==> src/rtl/pipe_ctrl.sv <==
// Pipeline hazard/flush controller for a 5-stage MIPS-style pipe.
// Produces stage write enables and bubble flushes, tracks memory waits and exception masking.
module pipe_ctrl (
  input  logic        i_clk,
  input  logic        i_s_rst,
  input  logic [31:0] i_instr_dec,
  input  logic [31:0] i_instr_exec,
  input  logic        i_redirect,
  input  logic        i_exception,
  input  logic        i_mem_busy,
  output logic        o_we_pc,
  output logic        o_we_dec,
  output logic        o_we_exec,
  output logic        o_we_MemAc,
  output logic        o_we_WrBc,
  output logic        o_s_rst_dec,
  output logic        o_s_rst_exec,
  output logic        o_s_rst_MemAc,
  output logic        o_s_rst_WrBc,
  output logic [1:0]  o_state,
  output logic [15:0] o_stall_cnt
);

  typedef enum logic [1:0] {
    RUN      = 2'd0,
    MEM_WAIT = 2'd1,
    EXC_MASK = 2'd2
  } state_t;

  localparam logic [5:0] OP_LW = 6'b100011;

  state_t state;
  logic   pending;
  logic   mask_cnt;
  logic   from_mask;

  logic [4:0] rt_exec;
  logic       load_use;
  logic       in_mask;
  logic       exc_eff;

  assign rt_exec  = i_instr_exec[20:16];
  assign load_use = (i_instr_exec[31:26] == OP_LW) && (rt_exec != 5'd0) &&
                    ((rt_exec == i_instr_dec[25:21]) || (rt_exec == i_instr_dec[20:16]));

  // A wait entered from the mask window still belongs to that window.
  assign in_mask = (state == EXC_MASK) || ((state == MEM_WAIT) && from_mask);
  assign exc_eff = !in_mask && (i_exception || ((state == MEM_WAIT) && pending));

  assign o_state = i_s_rst ? RUN : state;

  always_comb begin
    // NOTE: every output gets a default first so no path through the priority chain infers a latch.
    o_we_pc       = 1'b1;
    o_we_dec      = 1'b1;
    o_we_exec     = 1'b1;
    o_we_MemAc    = 1'b1;
    o_we_WrBc     = 1'b1;
    o_s_rst_dec   = 1'b0;
    o_s_rst_exec  = 1'b0;
    o_s_rst_MemAc = 1'b0;
    o_s_rst_WrBc  = 1'b0;
    if (i_s_rst) begin
      o_we_pc       = 1'b0;
      o_we_dec      = 1'b0;
      o_we_exec     = 1'b0;
      o_we_MemAc    = 1'b0;
      o_we_WrBc     = 1'b0;
      o_s_rst_dec   = 1'b1;
      o_s_rst_exec  = 1'b1;
      o_s_rst_MemAc = 1'b1;
      o_s_rst_WrBc  = 1'b1;
    end else if (i_mem_busy) begin
      o_we_pc    = 1'b0;
      o_we_dec   = 1'b0;
      o_we_exec  = 1'b0;
      o_we_MemAc = 1'b0;
      o_we_WrBc  = 1'b0;
    end else if (exc_eff) begin
      // Handler vector loads into PC; the instruction in WriteBack retires.
      o_s_rst_dec   = 1'b1;
      o_s_rst_exec  = 1'b1;
      o_s_rst_MemAc = 1'b1;
    end else if (load_use) begin
      o_we_pc      = 1'b0;
      o_we_dec     = 1'b0;
      o_s_rst_exec = 1'b1;
    end else if (i_redirect) begin
      o_s_rst_dec = 1'b1;
    end
  end

  always_ff @(posedge i_clk) begin
    // NOTE: sequential state uses non-blocking assignments so all registers update from pre-edge values.
    if (i_s_rst) begin
      state       <= RUN;
      pending     <= 1'b0;
      mask_cnt    <= 1'b0;
      from_mask   <= 1'b0;
      o_stall_cnt <= 16'd0;
    end else begin
      if (!o_we_pc && (o_stall_cnt != 16'hFFFF))
        o_stall_cnt <= o_stall_cnt + 16'd1;

      if (i_mem_busy) begin
        state <= MEM_WAIT;
        if (state != MEM_WAIT)
          from_mask <= (state == EXC_MASK);
        if (i_exception && !in_mask)
          pending <= 1'b1;
      end else begin
        pending   <= 1'b0;
        from_mask <= 1'b0;
        if (exc_eff) begin
          state    <= EXC_MASK;
          mask_cnt <= 1'b0;
        end else if (state == MEM_WAIT) begin
          // mask_cnt was frozen during the wait and resumes where it left off.
          state <= from_mask ? EXC_MASK : RUN;
        end else if (state == EXC_MASK) begin
          if (mask_cnt) begin
            state    <= RUN;
            mask_cnt <= 1'b0;
          end else begin
            mask_cnt <= 1'b1;
          end
        end else begin
          state <= RUN;
        end
      end
    end
  end

endmodule

==> config.mk <==
export PLATFORM = sky130hd
export DESIGN_NAME = pipe_ctrl
export DESIGN_NICKNAME = d
export VERILOG_FILES = /design/src/rtl/pipe_ctrl.sv
export SDC_FILE = /design/constraint.sdc
export NUM_CORES = 1
export LEC_CHECK = 0
export CORE_ASPECT_RATIO = 2
export CORE_MARGIN = 3
export CORE_UTILIZATION = 34
export DETAILED_ROUTE_END_ITERATION = 7
export PLACE_DENSITY = 0.92
export SKIP_CTS_REPAIR_TIMING = 1
export SYNTH_ARGS = -nofsm -noshare
export SYNTH_HDL_FRONTEND = slang
export SYNTH_SLANG_ARGS = --single-unit
export TNS_END_PERCENT = 10
==> constraint.sdc <==
create_clock -name i_clk -period 2.5 [get_ports i_clk]
set_clock_uncertainty 0.1 [all_clocks]
set_input_delay 0.25 -clock i_clk [delete_from_list [all_inputs] [get_ports i_clk]]
set_output_delay 0.25 -clock i_clk [all_outputs]
set_load 0.01 [all_outputs]
=== Word level (Yosys, flattened, before mapping) ===
Cells that the tools add are included.

* Bits in read-only memories: 0
* Bits in registers: 21
* Bits in latches: 0
* Memories: 0
* Output and inout port bits: 27
* RAM bits: 0

* Muxes and demuxes: 30
* Divide/modulo/power cells: 0
* $mul: 0
* $lt $le $gt $ge: 0
* Eq/ne operators: 10
* Reduce and logical (&&, ||, !) cells: 17
* Shift-type cells: 0
* Bitwise logic cells: 1
* $add $sub $neg: 1

{| class="wikitable"
|+ Operators with widths
! cell !! count
|-
| $mux 1 || 24
|-
| $add 16x1->16 const B || 1
|-
| $ne 16x16->1 const B || 1
|-
| $mux 2 || 6
|-
| $eq 5x5->1 || 2
|-
| $logic_and 1x1->1 || 7
|-
| $eq 6x6->1 const B || 1
|-
| $ne 5x5->1 const B || 1
|-
| $reduce_bool 5->1 || 1
|-
| $ne 4x4->1 const B || 1
|-
| $reduce_or 2->1 || 2
|-
| $logic_or 1x1->1 || 3
|-
| $reduce_and 3->1 || 1
|-
| $eq 2x1->1 const B || 1
|-
| $eq 2x2->1 const B || 1
|-
| $logic_not 1->1 || 2
|-
| $ne 2x1->1 const B || 1
|-
| $ne 2x2->1 const B || 1
|-
| $reduce_bool 2->1 || 1
|-
| $not 1->1 || 1
|}

=== Longest topological paths before layout ===
Gate-level depths: netlist (run 1).

* Word-level depth: 10
* Depth in mapped cells: 8
* Gate-level depth less buffers: 6

=== Worst setup path before layout (run 1) ===
Ideal clock, no wire load.

* Path kind: reg-to-reg
* Start point: register state[1]
* End point: register o_stall_cnt[5]
* Setup time: 0.121 ns
* Data arrival time: 1.780 ns
* Cell stages (with the launch flop): 8
* Required time: 2.279 ns
* Path buffers: 1
* Setup slack: 0.499 ns
* Cell sequence: dfxtp_1 inv_2 a21oi_1 o311ai_1 o31a_1 buf_6 nor4_1 mux2_2

* Cells in the longest elaborated chain, start to end: 10
* Elaborated cells on any way between the ends: 13
* Those cells by class: eq/ne: 2; mux: 3; reduce/logical: 8

{| class="wikitable"
|+ Ends and longest elaborated chain
! element !! RTL line !! text
|-
| start, declared || 32 || <nowiki>state_t state;</nowiki>
|-
| start signal, assigned || 119 || <nowiki>state <= from_mask ? EXC_MASK : RUN;</nowiki>
|-
| $eq 2x1->1 || 47, 48 ||
|-
| $logic_and 1x1->1 || 47 || <nowiki>assign in_mask = (state == EXC_MASK) || ((state == MEM_WAIT) && from_mask);</nowiki>
|-
| $logic_or 1x1->1 || 47 ||
|-
| $logic_not 1->1 || 48 || <nowiki>assign exc_eff = !in_mask && (i_exception || ((state == MEM_WAIT) && pending));</nowiki>
|-
| $logic_and 1x1->1 (*) || 48 ||
|-
| $mux 1 (*) || 79 || <nowiki>end else if (exc_eff) begin</nowiki>
|-
| $mux 1 (*) || 73 || <nowiki>end else if (i_mem_busy) begin</nowiki>
|-
| $mux 1 (*) || 63 || <nowiki>if (i_s_rst) begin</nowiki>
|-
| $logic_not 1->1 (*) || 102 || <nowiki>if (!o_we_pc && (o_stall_cnt != 16'hFFFF))</nowiki>
|-
| $logic_and 1x1->1 (*) || 102 ||
|-
| end signal, assigned || 103 || <nowiki>o_stall_cnt <= o_stall_cnt + 16'd1;</nowiki>
|-
| end, declared || 21 || <nowiki>output logic [15:0] o_stall_cnt</nowiki>
|}

Every way passes the cells marked *; elsewhere a longest branch is shown, timed or not.
A chain may end at the register's enable or synchronous reset.

=== Worst setup path after layout (run 1) ===
* Start point: input i_instr_exec[18]
* End point: output o_we_dec

* Cells in the longest elaborated chain, start to end: 7
* Elaborated cells on any way between the ends: 10
* Those cells by class: eq/ne: 2; mux: 4; reduce/logical: 4

{| class="wikitable"
|+ Ends and longest elaborated chain
! element !! RTL line !! text
|-
| start, declared || 7 || <nowiki>input logic [31:0] i_instr_exec,</nowiki>
|-
| $eq 5x5->1 / $reduce_bool 5->1 (equally long branches) || 44, 43 ||
|-
| $logic_or 1x1->1 / $logic_and 1x1->1 (equally long branches) || 44, 43 ||
|-
| $logic_and 1x1->1 (*) || 43 || <nowiki>assign load_use = (i_instr_exec[31:26] == OP_LW) && (rt_exec != 5'd0) &&</nowiki>
|-
| $mux 1 (*) || 84 || <nowiki>end else if (load_use) begin</nowiki>
|-
| $mux 1 (*) || 79 ||
|-
| $mux 1 (*) || 73 ||
|-
| $mux 1 (*) || 63 ||
|-
| end, declared || 12 || <nowiki>output logic o_we_dec,</nowiki>
|}

Marks and branches as above.

==> impl_metrics.py, run 1 <==
metrics = {
    "power_and_ir_drop": {
        "clockPowerShare_pct": 29.7,
        "p_per_area_mw_per_mm2": 370.6,
        "netSwitchingFraction_pct": 24.54,
        "peakVddDrop_v": 0.0003182,
        "totalPowerFinal_uw": 731.3,
        "p_switching_uw": 179.5,
        "leakage_nw": 0.7344,
        "comb_power_share_pct": 22.4,
        "internal_power_uw": 551.8,
        "seqPwrFrac_pct": 47.9,
    },
    "drt": {
        "viasPerCell": 5.217,
        "drt-total-wl_um": 3502,
        "vias": 1372,
        "drc_errors": 0,
        "drt-initial-drc-count": 26,
        "highest_layer": "met4",
        "ant_nets": 0,
        "wl_met1_um": 1340,
        "firstDrtPassIters": 4,
        "route.met3.wl_um": 235,
        "avgRoutedWirePerCell_um": 13.32,
        "met2WireLength_um": 1802,
    },
    "layout": {
        "final_nets": 286,
        "diodes": 0,
        "layout_commonest_cell": "clkdlybuf4s50_1",
        "final_cell_mix": "clkdlybuf4s50_1, dfxtp_1, a21oi_1, nor2_1, buf_4",
        "drive_above_1_share_pct": 11.16,
        "syn_to_final_growth_pct": 56.76,
        "fin_area_mm2": 0.001973,
        "finish.utilization_pct": 56.52,
    },
    "global_routing": {
        "grt_pass1_wl_um": 5858,
        "antenna_found_initial": 0,
        "grt_usage_pct": 16.01,
        "grt_pass1_vias": 1350,
        "grt_max_degree": 25,
        "grt.overflow.total": 0,
    },
    "flow_run": {
        "cap_violations": 0,
    },
    "synthesis": {
        "synthCells": 156,
        "yosysUniqueCellTypes": 40,
        "synth-seq-area-share_pct": 33.40,
        "ys_ff_latch": 21,
        "synth.avg_cell_area_um2": 8.069,
        "yosysWarnings": 0,
        "syn_nets": 226,
        "syn_area_mm2": 0.001259,
    },
    "floorplan": {
        "rows": 30,
        "fp.coreArea_mm2": 0.003491,
        "die_area_mm2": 0.004513,
        "io_pins": 96,
        "die_x_um": 49.03,
        "die_h_um": 92.05,
        "start_util_pct": 36.06,
    },
    "min_path": {
        "min_path_type": "reg -> reg",
    },
    "critical_path": {
        "r2r_slack_ps": 280,
        "cp_max_fo": 21,
        "slowest_delay_ps": 490,
        "cp-end-kind": "output pin",
        "timing.rr.start": "state[1]",
        "worstPathCellList": "clkdlybuf4s50_1, xor2_1, nor3_2, a22oi_2, o31a_1, buf_12, clkdlybuf4s50_1",
        "worstSetupEndpoint": "o_we_dec",
        "path_common_cell": "clkdlybuf4s50_1",
        "crit_slowest_cell": "clkdlybuf4s50_1",
        "crit_type": "in -> out",
        "worst_setup_path_start_kind": "input pin",
        "cp-startpoint": "i_instr_exec[18]",
        "arrival_ps": 2230,
        "required_ps": 2150,
        "reg2reg_to": "o_stall_cnt[5]",
        "worstRegToRegCells": 7,
    },
    "timing": {
        "worstMarginPinSlew_ps": 491.0,
        "maxSlewHeadroom_pct": 67.27,
        "fin_crit_ps": 2583,
        "layout_setup_ws_ps": -82.69,
        "hold_ws_ps": 377.8,
        "setup_viol": 1,
        "fmax_mhz": 387.2,
        "rsz0062_at_grt": "yes",
        "hold_viol_final": 0,
        "slew_violations": 0,
        "post-route-period-util_pct": 103.3,
    },
    "cts": {
        "numCtsBuffers": 3,
        "clock_latency_ps": 260,
        "clk_pin_slew_worst_paths_ps": 70,
        "clock-sinks": 21,
        "tritoncts": "built",
        "h-tree-depth": 1,
        "root_buffer": "clkbuf_8",
        "clock_path_buffers": 2,
    },
    "place": {
        "portBuffers": 52,
        "pre_cts_ws_ps": -200.2,
        "dpl.hpwl_um": 2667,
        "place_area_mm2": 0.001888,
        "gp_congestion": 0.7640,
    },
    "run_status": {
        "violations": "negative setup slack",
        "status": "finished, violations left",
    },
}
power groups by stage:
stage          logic, mW  registers (mW)  clock network (mW)
2_1_floorplan     0.0629           0.357                   0
3_3_place_gp       0.155           0.357                   0
3_5_place_dp       0.159           0.357                   0
4_1_cts            0.159           0.350               0.222
5_1_grt            0.179           0.351               0.238
6_report           0.164           0.350               0.217
how the worst min path moves through the flow:
stage | start | end | slack (ps) | depth (start not counted)
after floorplan | i_exception | pending | 290 | 2
after global placement | pending | pending | 360 | 2
after detailed placement | pending | pending | 360 | 2
after CTS | pending | pending | 380 | 2
after global routing | o_stall_cnt[4] | o_stall_cnt[4] | 430 | 2
final | pending | pending | 380 | 2
through the flow:
stage	cells	setup TNS [ps]
after floorplan	156	0
after global placement	259	-1923
after detailed placement	259	-2461
after CTS	263	-835.3
after global routing	263	-183.9
final	263	-82.69
metal layers:
metal	track usage [%]	up-vias
met3	3.089	10
li1	-	690
met4	10.45	0
met1	16.52	622
met2	28.52	50
met5	0	-
cells in the mapped netlist:
cell type	n	area (µm²)
nor2_1	14	52.55
buf_2	1	5.000
o21bai_1	2	15.01
o41a_1	1	11.26
nand4_1	5	31.28
clkbuf_1	4	15.01
o32ai_1	1	8.760
nor3_2	1	10.01
nand2_1	9	33.78
o41ai_1	1	8.760
nor2b_1	2	12.51
inv_1	4	15.01
a21oi_1	17	85.08
nor4b_1	1	8.760
mux2_2	2	22.52
a21o_1	1	7.510
o31a_1	2	17.52
nand3_1	6	30.03
and4_1	3	26.28
or3_1	6	37.54
xnor2_1	1	8.760
inv_2	1	3.750
buf_6	1	11.26
nand4b_1	1	8.760
xor2_1	11	96.34
nor3_1	2	10.01
o31ai_1	6	45.04
o311ai_1	1	8.760
and2_1	1	6.260
or2_2	1	6.260
or4_1	7	52.55
and3_1	4	25.02
nand2b_1	1	6.260
or3b_1	1	8.760
o21ai_0	6	30.03
buf_4	4	30.03
dfxtp_1	21	420.4
a22oi_1	1	7.510
ha_1	1	12.51
nor4_1	1	6.260
registers in the layout, summed over array words and instances, names as in the netlist:
| signal | count |
|---|---|
| o_stall_cnt | 16 |
| state | 2 |
| from_mask | 1 |
| mask_cnt | 1 |
| pending | 1 |
critical path: cells and delay by family:
kind / cells / cell delay, ps
XOR/XNOR: 1 / 200
AND/OR/NAND/NOR: 1 / 210
buffers and inverters: 3 / 1120
AO/OA/AOI/OAI: 2 / 440
final cells by class:
type | instances | area, µm²
repair buffers | 65 | 643.1
inverters | 5 | 18.77
flip-flops and latches | 21 | 420.4
clock buffers | 4 | 45.04
fillers | 328 | 1518
well taps | 48 | 60.06
multi-input cells | 120 | 785.8
cells by family (layout without fill, tap and decap cells):
family	after synthesis	in the layout	share of synthesized area (%)
simple gates	66	66	29.62
compound gates	39	39	19.48
flops	21	21	33.40
buf+inv	15	74	6.360
xor+xnor	12	12	8.350
mux	2	2	1.789
fa+ha+maj	1	1	0.9939
No activity file was read; power rests on OpenSTA's default activity.
==> run 2: changes to the inputs <==
Settings changed: CAP_MARGIN set to 15.
==> results of run 2 <==
No change in the layout: final DEF, timing and power equal those of run 1.
